**config.mk**
```make
export PLATFORM = sky130hd
export DESIGN_NAME = ac_ph_avg
export DESIGN_NICKNAME = d
export VERILOG_FILES = /design/src/rtl/ac_ph_avg.sv
export SDC_FILE = /design/constraint.sdc
export NUM_CORES = 1
export LEC_CHECK = 0
export ABC_AREA = 1
export CAP_MARGIN = 10
export CORE_MARGIN = 4
export CORE_UTILIZATION = 30
export DETAILED_ROUTE_END_ITERATION = 8
export GPL_TIMING_DRIVEN = 0
export SYNTH_ARGS = -nofsm -noshare
export SYNTH_HDL_FRONTEND = slang
export SYNTH_SLANG_ARGS = --single-unit
export TNS_END_PERCENT = 100
```
**constraint.sdc**
```tcl
create_clock -name clk -period 5.3 [get_ports clk]
set_clock_uncertainty 0.2 [all_clocks]
set_input_delay 0.795 -clock clk [delete_from_list [all_inputs] [get_ports clk]]
set_output_delay 0.795 -clock clk [all_outputs]
set_load 0.005 [all_outputs]
```
**src/rtl/ac_ph_avg.sv**
```systemverilog
// ---------------------------------------------------------------------------
// ac_ph_avg
// Averages 2^NAVG_LOG2 consecutive (phase, amplitude) frame results coming
// out of the amplitude/phase cascade. Phase is averaged relative to the first
// sample of each window, so windows that straddle the +/-pi boundary average
// correctly. The result sits in a valid/ready output register.
//
// Ports
//   clk    in   system clock, rising edge
//   rstn   in   asynchronous active-low reset
//   i_vld  in   one-cycle strobe, i_ph/i_ac hold a frame result
//   i_ph   in   signed binary-angle phase (2^(PH_WIDTH-1) = pi)
//   i_ac   in   unsigned amplitude
//   i_clr  in   synchronous clear of the partial window and o_ovf
//   i_rdy  in   downstream ready
//   o_vld  out  averaged result valid
//   o_ph   out  averaged phase
//   o_ac   out  averaged amplitude
//   o_ovf  out  sticky: a completed average was dropped (slot occupied)
//
// state  | meaning
// -------+-----------------------------------------------------------
// S_IDLE | no window open, next i_vld becomes the phase reference
// S_ACC  | window open, accumulating phase offsets and amplitudes
// S_DONE | window complete, result is computed and offered this cycle
// ---------------------------------------------------------------------------
module ac_ph_avg #(
  parameter int NAVG_LOG2 = 3,
  parameter int PH_WIDTH  = 32,
  parameter int AC_WIDTH  = 32
) (
  input  logic                clk,
  input  logic                rstn,
  input  logic                i_vld,
  input  logic [PH_WIDTH-1:0] i_ph,
  input  logic [AC_WIDTH-1:0] i_ac,
  input  logic                i_clr,
  input  logic                i_rdy,
  output logic                o_vld,
  output logic [PH_WIDTH-1:0] o_ph,
  output logic [AC_WIDTH-1:0] o_ac,
  output logic                o_ovf
);

  localparam int DW = PH_WIDTH + NAVG_LOG2;
  localparam int AW = AC_WIDTH + NAVG_LOG2;
  localparam int CW = NAVG_LOG2 + 1;
  localparam logic [CW-1:0] CNT_LAST = CW'((1 << NAVG_LOG2) - 1);

  typedef enum logic [1:0] {
    S_IDLE = 2'd0,
    S_ACC  = 2'd1,
    S_DONE = 2'd2
  } state_t;

  // A one-sample window completes on its first sample.
  localparam state_t FIRST_NEXT = (NAVG_LOG2 == 0) ? S_DONE : S_ACC;

  state_t               state_q, state_d;
  logic [CW-1:0]        cnt_q, cnt_d;
  logic signed [DW-1:0] dsum_q, dsum_d;
  logic [AW-1:0]        asum_q, asum_d;
  logic [PH_WIDTH-1:0]  ph_ref_q, ph_ref_d;
  logic                 o_vld_q, o_vld_d;
  logic [PH_WIDTH-1:0]  o_ph_q, o_ph_d;
  logic [AC_WIDTH-1:0]  o_ac_q, o_ac_d;
  logic                 o_ovf_q, o_ovf_d;

  logic signed [PH_WIDTH-1:0] d_ph;
  logic [PH_WIDTH-1:0]        res_ph;
  logic [AC_WIDTH-1:0]        res_ac;
  logic                       start;

  always_comb begin
    state_d  = state_q;
    cnt_d    = cnt_q;
    dsum_d   = dsum_q;
    asum_d   = asum_q;
    ph_ref_d = ph_ref_q;
    o_vld_d  = o_vld_q;
    o_ph_d   = o_ph_q;
    o_ac_d   = o_ac_q;
    o_ovf_d  = o_ovf_q;
    start    = 1'b0;

    // Modulo difference, reinterpreted as signed: always the short way round.
    d_ph   = i_ph - ph_ref_q;
    // Arithmetic shift floors toward -inf; truncation then lets the sum wrap.
    res_ph = ph_ref_q + PH_WIDTH'(dsum_q >>> NAVG_LOG2);
    res_ac = AC_WIDTH'(asum_q >> NAVG_LOG2);

    if (o_vld_q && i_rdy) begin
      o_vld_d = 1'b0;
    end

    if (i_clr) begin
      state_d = S_IDLE;
      o_ovf_d = 1'b0;
    end else begin
      case (state_q)
        S_IDLE: begin
          start = i_vld;
        end
        S_ACC: begin
          if (i_vld) begin
            dsum_d = dsum_q + DW'(d_ph);
            asum_d = asum_q + AW'(i_ac);
            cnt_d  = cnt_q + CW'(1);
            if (cnt_q == CNT_LAST) begin
              state_d = S_DONE;
            end
          end
        end
        S_DONE: begin
          // Slot is free if empty or being drained on this same edge.
          if (!o_vld_q || i_rdy) begin
            o_vld_d = 1'b1;
            o_ph_d  = res_ph;
            o_ac_d  = res_ac;
          end else begin
            o_ovf_d = 1'b1;
          end
          state_d = S_IDLE;
          start   = i_vld;
        end
        default: begin
          state_d = S_IDLE;
        end
      endcase
    end

    if (start) begin
      ph_ref_d = i_ph;
      dsum_d   = '0;
      asum_d   = AW'(i_ac);
      cnt_d    = CW'(1);
      state_d  = FIRST_NEXT;
    end
  end

  always_ff @(posedge clk or negedge rstn) begin
    if (!rstn) begin
      state_q  <= S_IDLE;
      cnt_q    <= '0;
      dsum_q   <= '0;
      asum_q   <= '0;
      ph_ref_q <= '0;
      o_vld_q  <= 1'b0;
      o_ph_q   <= '0;
      o_ac_q   <= '0;
      o_ovf_q  <= 1'b0;
    end else begin
      state_q  <= state_d;
      cnt_q    <= cnt_d;
      dsum_q   <= dsum_d;
      asum_q   <= asum_d;
      ph_ref_q <= ph_ref_d;
      o_vld_q  <= o_vld_d;
      o_ph_q   <= o_ph_d;
      o_ac_q   <= o_ac_d;
      o_ovf_q  <= o_ovf_d;
    end
  end

  assign o_vld = o_vld_q;
  assign o_ph  = o_ph_q;
  assign o_ac  = o_ac_q;
  assign o_ovf = o_ovf_q;

endmodule
```
* Yosys cells after proc, flatten, opt, wreduce, memory -nomap -nowiden
Index checks and enable logic that the tools add are counted.
** Word-level totals
- Word-level logic and storage cells :: 61
- Output and inout port bits :: 66
- Register bits :: 174
** Operators by class
- Reductions and logical operators :: 12
- Bitwise logic cells :: 1
- Muxes and demuxes :: 26
- Equality and inequality tests :: 8
- $add $sub $neg :: 5
** Operator list (count)
- two-way mux 35 bit :: 8
- adder 35 x 32 -> 35 bit :: 2
- adder 32 bit :: 1
- subtractor 32 bit :: 1
- two-way mux 4 bit :: 4
- two-way mux 1 bit :: 9
- AND reduction 3 bit :: 3
- two-way mux 2 bit :: 4
- inequality test 4 bit (second input constant) :: 2
- nonzero test 2 bit :: 3
- adder 4 x 1 -> 4 bit (second input constant) :: 1
- == test 4 x 3 -> 1 bit (second input constant) :: 1
- case mux 2 bit (2 select lines) :: 1
- inequality test 3 bit (second input constant) :: 1
- == test 2 x 1 -> 1 bit (second input constant) :: 1
- == test 2 bit (second input constant) :: 1
- zero test 2 bit :: 1
- inequality test 2 x 1 -> 1 bit (second input constant) :: 1
- inequality test 2 bit (second input constant) :: 1
- AND reduction 2 bit :: 1
- OR reduction 2 bit :: 1
- logical AND 1 bit :: 1
- zero test 1 bit :: 1
- logical OR 1 bit :: 1
- inverter 1 bit :: 1

* Depth between registers and ports, before layout
Gate-level depths: netlist of the first run.
- Depth after elaboration :: 6
- Mapped depth :: 27
- Depth with buffers taken out :: 27

* Least setup slack after synthesis of the first run
No wires, ideal clock.
- Path kind :: input -> register
- Start point :: input port i_ph[0]
- End point :: register dsum_q[33]
- Stages :: 20
- Setup time :: 117 ps
- Required time :: 4983 ps
- Path buffers :: 0
- Data arrival time :: 3577 ps
- Setup slack :: 1406 ps
- Path through :: inv_1 ha_1 fa_1 o21ai_2 nand2_1 o211ai_1 nand2_1 nand2_1 a21oi_1 o211ai_1 nand2_1 ha_1 a21oi_1 o21ai_0 a21oi_1 nor2_1 nor3_1 nand3_1 nand3_1 nand2_1
** On the way
- Cells in the longest elaborated chain, start to end :: 6
** RTL lines
- start, declared :: line 35 : input logic [PH_WIDTH-1:0] i_ph,
- subtractor 32 bit :: line 87 : d_ph = i_ph - ph_ref_q;
- adder 35 x 32 -> 35 bit :: line 106 : dsum_d = dsum_q + DW'(d_ph);
- two-way mux 35 bit :: line 105 : if (i_vld) begin
- two-way mux 35 bit :: line 100 : case (state_q)
- two-way mux 35 bit :: line 96 : if (i_clr) begin
- two-way mux 35 bit :: line 132 : if (start) begin
- end signal, assigned :: line 155 : dsum_q <= dsum_d;
- end, declared :: line 61 : logic signed [DW-1:0] dsum_q, dsum_d;
Every way passes these cells. The select of a mux whose other input is x is not followed.
A chain may end at the register's enable or synchronous reset.

* Final worst setup path of the first run
Ends and elaborated chain as after synthesis.

==> flow_summary.ini, run 1 <==
[logic_synthesis]
ys.flop_type = dfrtp_1
yosys.area_share.adder_pct = 11.9
yosysSeqAreaShare_pct = 30.3
synth-seq-cells = 174
synthMuxAreaShare_pct = 0
synth_nets = 2279
synthTopCellsByArea = dfrtp_1 30%, nand2_1 16%, ha_1 11%
avgSynthCellArea_um2 = 6.92
synth-edff-count = 0
synth_top_area_share_pct = 30.3
yosys.area_share.simple_pct = 28.6
synth_compound_gate_area_share_pct = 18.6
ys_async_sr_fraction_pct = 100
synth.cell_area_um2 = 14400
yosysUniqueCellTypes = 50
synth_top_family_by_area = simple AND/OR/NAND/NOR gates
synth_cells = 2076
yosys_warnings = 0
synth_top_cell_by_area = dfrtp_1
synth_xor_area_share_pct = 3.90

[worst_setup_path]
worstSetupPathType = in2reg
cp-end-kind = register
worst-endpoint-arrival_ps = 4730
crit_fanout = 4
rrSetupSlack_ps = 1240
worst_ep_required_time_ps = 5460
start_kind = primary input

[detailed_routing]
ant_nets = 0
firstDrtPassIters = 5
wl_per_cell_um = 18.1
drtIter0Drc = 1050
post-route-drc-count = 0
viasPerCell = 5.11
wl_mm = 51.5
num_vias = 14600

[timing]
rsz0062_at_grt = no
fmax_mhz = 218
post-route-period-util_pct = 86.4
timing.final.ws_setup_ps = 721
post-route-min-period_ps = 4580
setup_viol = 0
worstMarginPinSlew_ps = 1040
slew_headroom_pct = 30.6
hold_violations = 0
report.final.slew_viol_count = 0

[global_route]
grt_remaining_overflow = 0
grt_pass1_wl_mm = 79.7
grt_max_degree = 93
grtUsageTotal_pct = 20.0
grt_pass1_vias = 14200
antenna_found_initial = 0

[die]
dieArea_um2 = 51400
start_util_pct = 30.6
core_um2 = 47000
rows = 79
io_pins = 135
die_x_um = 227
fp.dieH_um = 227

[worst_hold_path]
hp-class = in2async

[finish]
drive_gt1_share_pct = 4.86
num-nets-final = 2433
final_area_um2 = 17100
fillCellCount = 5033
seq_area_um2 = 4350
area_delta_synth_final_pct = 19.1
multi_input_area_um2 = 9050
final_util_pct = 36.4

[cts]
postCtsSetupBuffers = 0
root_buffer = clkbuf_16
cts.path.max_buffers = 2
numClockSinks = 174
cts_tree = yes
numCtsBuffers = 17
ctsHoldBuffers = 0
worst_skew_pair.late_latency_ps = 470
cts_resized = 0
clk_pin_slew_worst_paths_ps = 70
cts_htree_levels = 4

[placed_design]
place_congestion = 0.943
place_ws_ps = 218
dpl_cell_area_um2 = 16500
place_hpwl_mm = 42.5
numPortBuffers = 134

[power]
power-per-cell-area_nw_per_um2 = 473
power_leakage_uw = 0.00812
max-vdd-ir-drop_mv = 0.254

[status]
status = finished clean

[job]
max_cap_viol_count = 0
-- per-layer routing --
| layer | wire [um] | up-vias | part of all wire (%) | track usage (%) |
|---|---|---|---|---|
| met5 | 0 | - | 0 | 0 |
| met3 | 2640 | 53 | 5.1 | 2.95 |
| met1 | 24700 | 6903 | 48 | 28.3 |
| met2 | 23000 | 356 | 45 | 31.8 |
| li1 | - | 7252 | - | - |
| met4 | 1140 | 0 | 2.2 | 5.71 |
-- power by group --
group | internal (uW) | switching [uW] | leakage (uW)
Sequential | 1590 | 321 | 0.00229
Clock | 755 | 598 | 0.000298
Combinational | 1650 | 3180 | 0.00553
Total | 4000 | 4100 | 0.00812
-- cells in the final DEF, fill, tap and decap left out, types with 17 or more instances in the layout --
| cell | netlist | final |
|---|---|---|
| buf_2 | 22 | 22 |
| o21ai_0 | 173 | 173 |
| ha_1 | 130 | 130 |
| clkdlybuf4s50_1 | 0 | 133 |
| nand2_1 | 614 | 614 |
| nor3_1 | 28 | 28 |
| nor2_1 | 165 | 165 |
| xnor2_1 | 31 | 31 |
| a21oi_1 | 183 | 183 |
| dfrtp_1 | 174 | 174 |
| xor2_1 | 33 | 33 |
| o211ai_1 | 22 | 22 |
| inv_1 | 203 | 203 |
| nand3_1 | 99 | 99 |
| clkbuf_16 | 0 | 17 |
-- final cells by class --
cell class / instances / area share [%]
inverter: 206 / 4.52
tap: 607 / 4.44
multi-input combinational: 1658 / 53.0
clock buffer: 18 / 2.57
timing repair buffer: 135 / 8.03
sequential: 174 / 25.5
clock inverter: 13 / 0.959
antenna: 1 / 0.0146
buffer: 38 / 1.04
-- final timing paths --
path                                  start         end  cells after the start
worst min register to register      o_ac[3]     o_ac[3]                      2
min in group clk                    o_ac[3]     o_ac[3]                      2
worst max-delay path                i_ph[0]  dsum_q[33]                     20
max in group asynchronous              rstn    o_ph[25]                      2
worst max register to register  ph_ref_q[0]  dsum_q[33]                     18
worst min-delay path                   rstn    o_ac[17]                      1
-- critical path, cell delays in order --
cell and delay (ps):
clkdlybuf4s50_1 510, inv_1 70, ha_1 230, fa_1 420, o21ai_2 220, nand2_1 70, o211ai_1 130, nand2_1 80
nand2_1 200, a21oi_1 170, xnor2_1 320, ha_1 320, a21oi_1 170, o21ai_0 190, a21oi_1 270, nor2_1 70
nor3_1 240, nand3_1 110, nand3_1 90, nand2_1 50
-- per-stage QoR --
stage	setup TNS, ps	total power (uW)	hold slack [ps]	instances
after CTS	0	8050	155	2849
final	0	8090	107	2850
after global routing	0	8780	160	2849
after global placement	-756170	6610	260	2817
after detailed placement	0	6660	259	2818
after floorplan	0	5270	242	2076
-- kinds of logic (layout without fill, tap and decap cells) --
logic type	after synthesis	in the layout
buffers and inverters	244	410
and+or+nand+nor	986	986
xor gates and xnor gates	64	64
adders and majority gates	134	134
other	0	1
AOI/OAI and AO/OA	474	474
DFF	174	174
-- flip-flops by register name (all words and copies together), names as in the netlist --
signal and flops:
asum_q 35, o_vld 1, dsum_q 35, cnt_q 4, o_ac 32, o_ph 32, o_ovf 1, ph_ref_q 32
state_q 2
-- Yosys cell counts, types with 3 or more instances --
cell type and instances:
clkbuf_1 14, o22ai_1 3, nand3b_1 15, xnor2_1 31, nand4_1 13, or2_1 7
a21o_1 15, dfrtp_1 174, o31ai_1 4, a21oi_1 183, xor2_1 33, o21bai_1 16
inv_1 203, ha_1 130, o21ai_2 9, a31oi_1 8, o21a_1 6, a22o_1 3
fa_1 4, nor2_2 8, nor4_1 9, a21oi_2 5, inv_2 3, nor3_1 28
buf_2 22, nand3_1 99, o221ai_1 5, nand3_2 5, nand2_2 13, o21ai_1 11
o21ai_0 173, nor2_1 165, o211ai_1 22, nand2_1 614
No activity file was read; power rests on OpenSTA's default activity.
==> inputs of run 2 (changes only) <==
--- a/config.mk
+++ b/config.mk
@@ -7,8 +7,8 @@
 export LEC_CHECK = 0
 export ABC_AREA = 1
 export CAP_MARGIN = 10
-export CORE_MARGIN = 4
 export CORE_UTILIZATION = 30
+export CTS_CLUSTER_DIAMETER = 120
 export DETAILED_ROUTE_END_ITERATION = 8
 export GPL_TIMING_DRIVEN = 0
 export SYNTH_ARGS = -nofsm -noshare
==> run 2 against run 1 <==
The flow now finishes with violations (design-rule violations). Largest cell class unchanged. Core utilization is 0.066 points higher. Register-to-register slack lost 40 ps. Combinational power is 1% lower. Clock-buffer cell count is 2 higher. Cell count unchanged. Sequential power hardly changed. Non-clock buffer count did not move. Setup slack better by 21 ps. Critical endpoint unchanged.
==> flow_summary.ini, run 2 (synthesized netlist as in run 1, its figures left out) <==
[status]
status = complete, but fails checks
violations = design-rule violations

[die]
rows = 79
dieArea_um2 = 48700
core_um2 = 46900
fp.dieH_um = 221
io_pins = 135
start_util_pct = 30.6
die_x_um = 221

[finish]
num_antenna_cells = 0
final_common_cell = nand2_1
final_cell_mix = 614 x nand2_1, 203 x inv_1, 183 x a21oi_1
area_delta_synth_final_pct = 19.0
num-nets-final = 2433
drive_gt1_share_pct = 4.90
top_regs = asum_q (35), dsum_q (35)

[cts]
root_buffer = clkbuf_16
cts_htree_levels = 4
cts.path.max_buffers = 2
worst_skew_pair.late_latency_ps = 470
clk_pin_slew_worst_paths_ps = 80
numClockSinks = 174
cts_tree = yes
numCtsBuffers = 17
postCtsSetupBuffers = 0
ctsHoldBuffers = 0
cts_resized = 0

[power]
power_leakage_uw = 0.00811
max-vdd-ir-drop_mv = 0.274
power-per-cell-area_nw_per_um2 = 468

[worst_setup_path]
slowest_delay_ps = 450
reg2reg_to = dsum_q[33]
worst-endpoint-arrival_ps = 4720
worstSetupPathType = in2reg
path_common_cell = nand2_1
path_cells = clkdlybuf4s50_1, inv_1, ha_1, fa_1, o21ai_2, nand2_1, o211ai_1, nand2_1, nand2_1, a21oi_1, xnor2_1, ha_1, a21oi_1, o21ai_0, a21oi_1, nor2_1, nor3_1, nand3_1, nand3_1, nand2_1
r2r_cells = 18
crit_fanout = 4
cp-end-kind = register
reg2reg_from = ph_ref_q[0]
start_kind = primary input
worst_ep_required_time_ps = 5460
rrSetupSlack_ps = 1200
cpMaxStageDelayCell = clkdlybuf4s50_1

[detailed_routing]
num_vias = 14500
drtIter0Drc = 1000
post-route-drc-count = 10
firstDrtPassIters = 7
wl_mm = 50.5
viasPerCell = 5.07
wl_per_cell_um = 17.7
ant_nets = 0

[global_route]
grt_max_degree = 98
grt_remaining_overflow = 0
grt_pass1_vias = 13900
grtUsageTotal_pct = 21.2
antenna_found_initial = 0
grt_pass1_wl_mm = 78.2

[placed_design]
place_congestion = 0.945
place_hpwl_mm = 41.6
numPortBuffers = 134

[timing]
hold_violations = 0
report.final.slew_viol_count = 0
fin_tns_setup_ps = 0
slew_headroom_pct = 38.1
fmax_mhz = 219
rsz0062_at_grt = no
hold_ws_ps = 112
worstMarginPinSlew_ps = 924
post-route-period-util_pct = 86.0
setup_viol = 0
post-route-min-period_ps = 4560

[job]
max_cap_viol_count = 0

[worst_hold_path]
hp-class = in2async
-- run 2: area by class of cell --
| cell class | instances | area [um2] |
|---|---|---|
| Clock inverter | 12 | 134 |
| Multi-Input combinational cell | 1658 | 9050 |
| Timing Repair Buffer | 135 | 1370 |
| Buffer | 38 | 178 |
| Sequential cell | 174 | 4350 |
| Clock buffer | 20 | 467 |
| Tap cell | 607 | 759 |
| Fill cell | 4979 | 29800 |
| Inverter | 206 | 773 |
-- run 2: worst max-delay path by stage --
stage | to | from
6_report | dsum_q[33] | i_ph[0]
5_1_grt | dsum_q[23] | i_ph[0]
4_1_cts | dsum_q[33] | i_ph[0]
3_5_place_dp | dsum_q[33] | i_ph[0]
3_3_place_gp | o_ph[29] | rstn
2_1_floorplan | dsum_q[33] | i_ph[0]
-- run 2: layer usage --
layer / vias to the layer above / global-route usage [%] / part of all wire (%)
met2: 373 / 33.2 / 44
met5: - / 0 / 0
met3: 57 / 2.89 / 5.5
li1: 7253 / - / -
met4: 0 / 6.85 / 2.4
met1: 6776 / 29.8 / 48
-- run 2: critical path, delay by kind of cell --
family | cells | cell delay, ps
compound gates | 6 | 1110
fa+ha+maj | 3 | 1010
simple gates | 8 | 920
buf+inv | 2 | 520
xor+xnor | 1 | 340
-- run 2: through the flow --
step,total power (uW),worst slack [ps],instances,util [%],cell area [um2]
2_1_floorplan,5270,1410,2076,-,14400
3_3_place_gp,6580,-4310,2817,35.1,16500
3_5_place_dp,6610,287,2818,35.2,16500
4_1_cts,7980,777,2850,36.5,17100
5_1_grt,8690,474,2850,36.5,17100
6_report,8000,742,2850,36.5,17100
-- run 2: power by group --
part,internal [uW],switching (uW)
clock network,733,594
logic,1650,3130
registers,1590,313
==> patch 1 (settings of run 1) <==
Register the output `o_ovf` once more, with the module's reset; this adds one clock of latency there. The other outputs are not delayed to match.
--- a/src/rtl/ac_ph_avg.sv
+++ b/src/rtl/ac_ph_avg.sv
@@ -165,6 +165,12 @@
   assign o_vld = o_vld_q;
   assign o_ph  = o_ph_q;
   assign o_ac  = o_ac_q;
-  assign o_ovf = o_ovf_q;
+  always_ff @(posedge clk or negedge rstn) begin
+    if (!rstn) begin
+      o_ovf <= '0;
+    end else begin
+      o_ovf <= o_ovf_q;
+    end
+  end
 
 endmodule
Check against the original RTL: same outputs for any inputs over 4 cycles, from zero or initial values and one cycle with rstn low; that may be too few to reach the edited logic, so the function may still have changed.
==> patch 1 against run 1 <==
Die area increased by 0.17%. Worst setup slack got worse by 0.051 ns. Critical path depth increased by 4. Final cell count about the same. Power increased by 0.93%. Cell area increased by 0.40%. Sequential cell count increased by 1. Synthesized area increased by 0.17%. Routed wire length decreased by 0.20%. Highest routed layer unchanged.
==> patch 1: results (changes against run 1) <==
top cells by count, synth nand2_1 (614), inv_1 (203), a21oi_1 (183); First DRT Iteration DRCs 1,112 (+5.9%); Reg2Reg Depth 22 (+4); GR Util met3 3.89% (+0.94 points); static leakage 8.15 nW (+0.34%); vias in the first global route 14,300 (+0.50%); Crit path max-delay family simple AND/OR/NAND/NOR gates; WL/cell 18.0 um (-0.23%); GPL Wtd Cong 0.944 (+0.15%); top post-synthesis cells by area dfrtp_1 (30%), nand2_1 (16%), ha_1 (11%); drt via density 5.13 (+0.45%); pre-CTS WS 0.217 ns (-0.00143 ns); clk_lat worst skew 0.49 ns (+0.02 ns); headroom to the max-slew limit 26.9% (-3.7 points); share of post-route cells with drive strength above 1 4.72% (-0.14 points); initial antenna violation count 0 (unchanged); filler instances 4,987 (-0.91%); Reg2Reg Setup Slack 1.16 ns (-0.08 ns); largest net degree at the start of global routing 91 (-2.2%); critical path peak fanout 7 (+3); VDD IR max 0.000281 V (+11%); Final #Nets 2,434 (+0.041%); post-DP HPWL 42,200 um (-0.83%); Post-Syn Nets 2,280 (+0.044%); crit path DAT 4.81 ns (+0.08 ns); GRT Total Usage 20.0% (+0.026 points); Worst Slack Setup Final 0.670 ns (-0.0506 ns); worst hold margin 0.118 ns (+0.0110 ns); status finished clean; first-pass GRT wire length 80,000 um (+0.30%); GRT met1 Usage 28.1% (-0.16 points); sequential fraction of the synthesis area 30.4% (+0.12 points)
-- patch 1: path summary, 6_finish.rpt --
| path | startpoint | to |
|---|---|---|
| worst max-delay path | i_ph[0] | dsum_q[34] |
| worst min-delay path | rstn | o_ac[18] |
| worst max register to register | ph_ref_q[0] | dsum_q[34] |
| worst min register to register | o_ovf_q | o_ovf |
| max in group asynchronous | rstn | o_ph[27] |
| min in group clk | o_ovf_q | o_ovf |
-- patch 1: logic make-up after synthesis --
kind of cell	after synthesis	share of synthesized area, %
xor+xnor	64	3.90
flops	175	30.4
compound gates	474	18.6
simple gates	986	28.6
fa+ha+maj	134	11.9
buf+inv	244	6.61
-- patch 1: cell type report --
cell class	instances	area [sq um]	share of cell area, %
clock inverters	9	180	1.05
well taps	607	759	4.42
inverters	206	773	4.50
repair buffers	135	1370	8.00
plain buffers	38	178	1.03
clock buffers	23	468	2.73
multi-input cells	1658	9050	52.7
flip-flops and latches	175	4380	25.5
-- patch 1: layer usage --
metal  vias up  share of wire [%]
li1       7236                  -
met1      6974                 48
met2       388                 45
met3        36                5.6
met4         0                1.5
met5         -                  0
-- patch 1: metrics by stage --
stage,cells,instance area (sq um)
after CTS,2851,17200
after global routing,2851,17200
after floorplan,2077,14400
after global placement,2818,16500
after detailed placement,2819,16500
final,2851,17200
-- patch 1: report_power, final --
group	leakage (nW)	switching [mW]	internal [mW]	total [mW]
clock network	0.312	0.579	0.862	1.44
logic	5.53	3.16	1.65	4.81
registers	2.31	0.322	1.59	1.92
total	8.15	4.06	4.11	8.17
==> patch 2 (config.mk and constraints of run 1) <==
Without the edit above. Change the parameter `AC_WIDTH` from 32 to 48.
--- a/src/rtl/ac_ph_avg.sv
+++ b/src/rtl/ac_ph_avg.sv
@@ -27,7 +27,7 @@
 module ac_ph_avg #(
   parameter int NAVG_LOG2 = 3,
   parameter int PH_WIDTH  = 32,
-  parameter int AC_WIDTH  = 32
+  parameter int AC_WIDTH  = 48
 ) (
   input  logic                clk,
   input  logic                rstn,
Ports: changed (resized i_ac and o_ac); port bits go from 135 to 167. The function was not compared with the original's and may differ.
==> patch 2 against run 1 <==
Worst setup slack got worse by 0.099 ns. Sequential power increased by 15%. Final cell count increased by 22%. Routed wire length increased by 17%. Power increased by 19%. Synthesized area increased by 20%. Sequential cell count increased by 32. Cell area increased by 22%.
==> patch 2: results (changes against run 1) <==
clock buf count 36 (+18); number of buffers created by CTS 26 (+9); Worst-Margin Slew 0.824 ns (-0.212 ns); WL/cell 17.3 um (-4.1%); pre-CTS WS 0.0989 ns (-0.119 ns); Synth cell types 55 (+10%); sequential fraction of the synthesis area 30.0% (-0.32 points); #MultiIn Comb 1,970 (+19%); top post-synthesis cells by area dfrtp_1 (30%), nand2_1 (15%), ha_1 (11%); Max clock buf depth 3 (+1); Finished Cell Area 0.0208 sq mm (+22%); static leakage 9.70 nW (+19%); post-synthesis adder-cell area fraction 11.1% (-0.79 points); crit path DAT 4.93 ns (+0.20 ns); Logic inverters 274 (+33%); largest net degree at the start of global routing 99 (+6.5%); cts hold-fix bufs 1 (+1); Compound-Gate Fraction of Synth Area 18.7% (+0.11 points); filler instances 6,033 (+20%); critical path peak fanout 5 (+1); vias in the first global route 16,700 (+17%); met2 Usage GRT 31.3% (-0.54 points); buffer share of cell area 9.26% (+0.19 points); number of synthesized register bits 206 (+18%); GRT Total Usage 19.3% (-0.70 points); Worst Slack Setup Final 0.622 ns (-0.0989 ns); xor-xnor portion of the synthesized cell area 3.62% (-0.28 points); hold crit path type flip-flop to flip-flop; Post-Syn Nets 2,733 (+20%); n_diodes 0 (-1); Reg2Reg Setup Slack 1.09 ns (-0.15 ns); status finished clean; Reg2Reg Depth 19 (+1); non-clock buffer count in the final layout 217 (+25%); share of post-route cells with drive strength above 1 5.93% (+1.1 points); clk_lat worst skew 0.57 ns (+0.10 ns); VDD IR max 0.000253 V (-0.51%); Area after DPL 0.0199 sq mm (+20%); post-DP HPWL 49,600 um (+17%); GRT met1 Usage 26.3% (-2.0 points); top cell type's share of synthesized area 30.0% (-0.32 points); final-layout clock-cell area share 4.59% (+1.1 points); first-pass GRT wire length 93,000 um (+17%); GPL Wtd Cong 0.955 (+1.3%); H-tree depth 1 (-3); GR Util met3 3.88% (+0.93 points)
==> patch 2: cell count changes in the layout (fill, tap and decap cells not counted), moves of 32 or more <==
cell                    run 1  this run
o21ai_0                   173       207
clkdlybuf4s50_1           133       165
inv_1                     203       264
nor2_1                    165       215
dfrtp_1                   174       206
nand2_1                   614       706
==> patch 2: where the power goes <==
group          switching, mW  total, mW  internal, mW  leakage, nW
logic                   3.60       5.48          1.89         6.52
registers              0.329       2.20          1.87         2.72
clock network          0.748       1.99          1.24        0.468
==> patch 2: worst max-delay path, cell delays in order <==
cell	delay [ns]
clkdlybuf4s50_1	0.54
inv_1	0.08
ha_1	0.28
fa_1	0.44
o21ai_2	0.21
nand3_1	0.09
nand2_1	0.14
a21oi_1	0.14
o21ai_2	0.29
nand2_1	0.08
nand2_1	0.08
xor2_1	0.23
ha_1	0.32
a21oi_1	0.22
o21ai_0	0.16
a21oi_1	0.25
nor2_1	0.07
nor3_1	0.25
nand3_1	0.11
nand3_1	0.09
nand2_1	0.05
==> patch 2: stage by stage <==
step	TNS [ns]	util (%)	power (mW)	cells	hold WS, ns
final	0	36.8	9.67	3470	0.275
after global placement	-1215.58	35.0	7.59	3420	0.261
after CTS	0	36.8	9.66	3470	0.277
after detailed placement	0	35.1	7.61	3422	0.262
after global routing	0	36.8	10.5	3470	0.296
after floorplan	0	-	6.08	2498	0.256
==> patch 2: how the worst max path moves through the flow <==
stage,from,endpoint
CTS,i_ph[0],dsum_q[33]
detailed placement,i_ph[0],dsum_q[34]
finish,i_ph[0],dsum_q[33]
global placement,rstn,asum_q[30]
global route,i_ph[0],dsum_q[33]
floorplan,i_ph[0],dsum_q[33]
==> patch 2: layer usage <==
metal / wire, um / vias up
met5: 0 / -
met4: 1640 / 0
met3: 3890 / 87
met2: 26700 / 435
met1: 27900 / 8056
li1: - / 8723
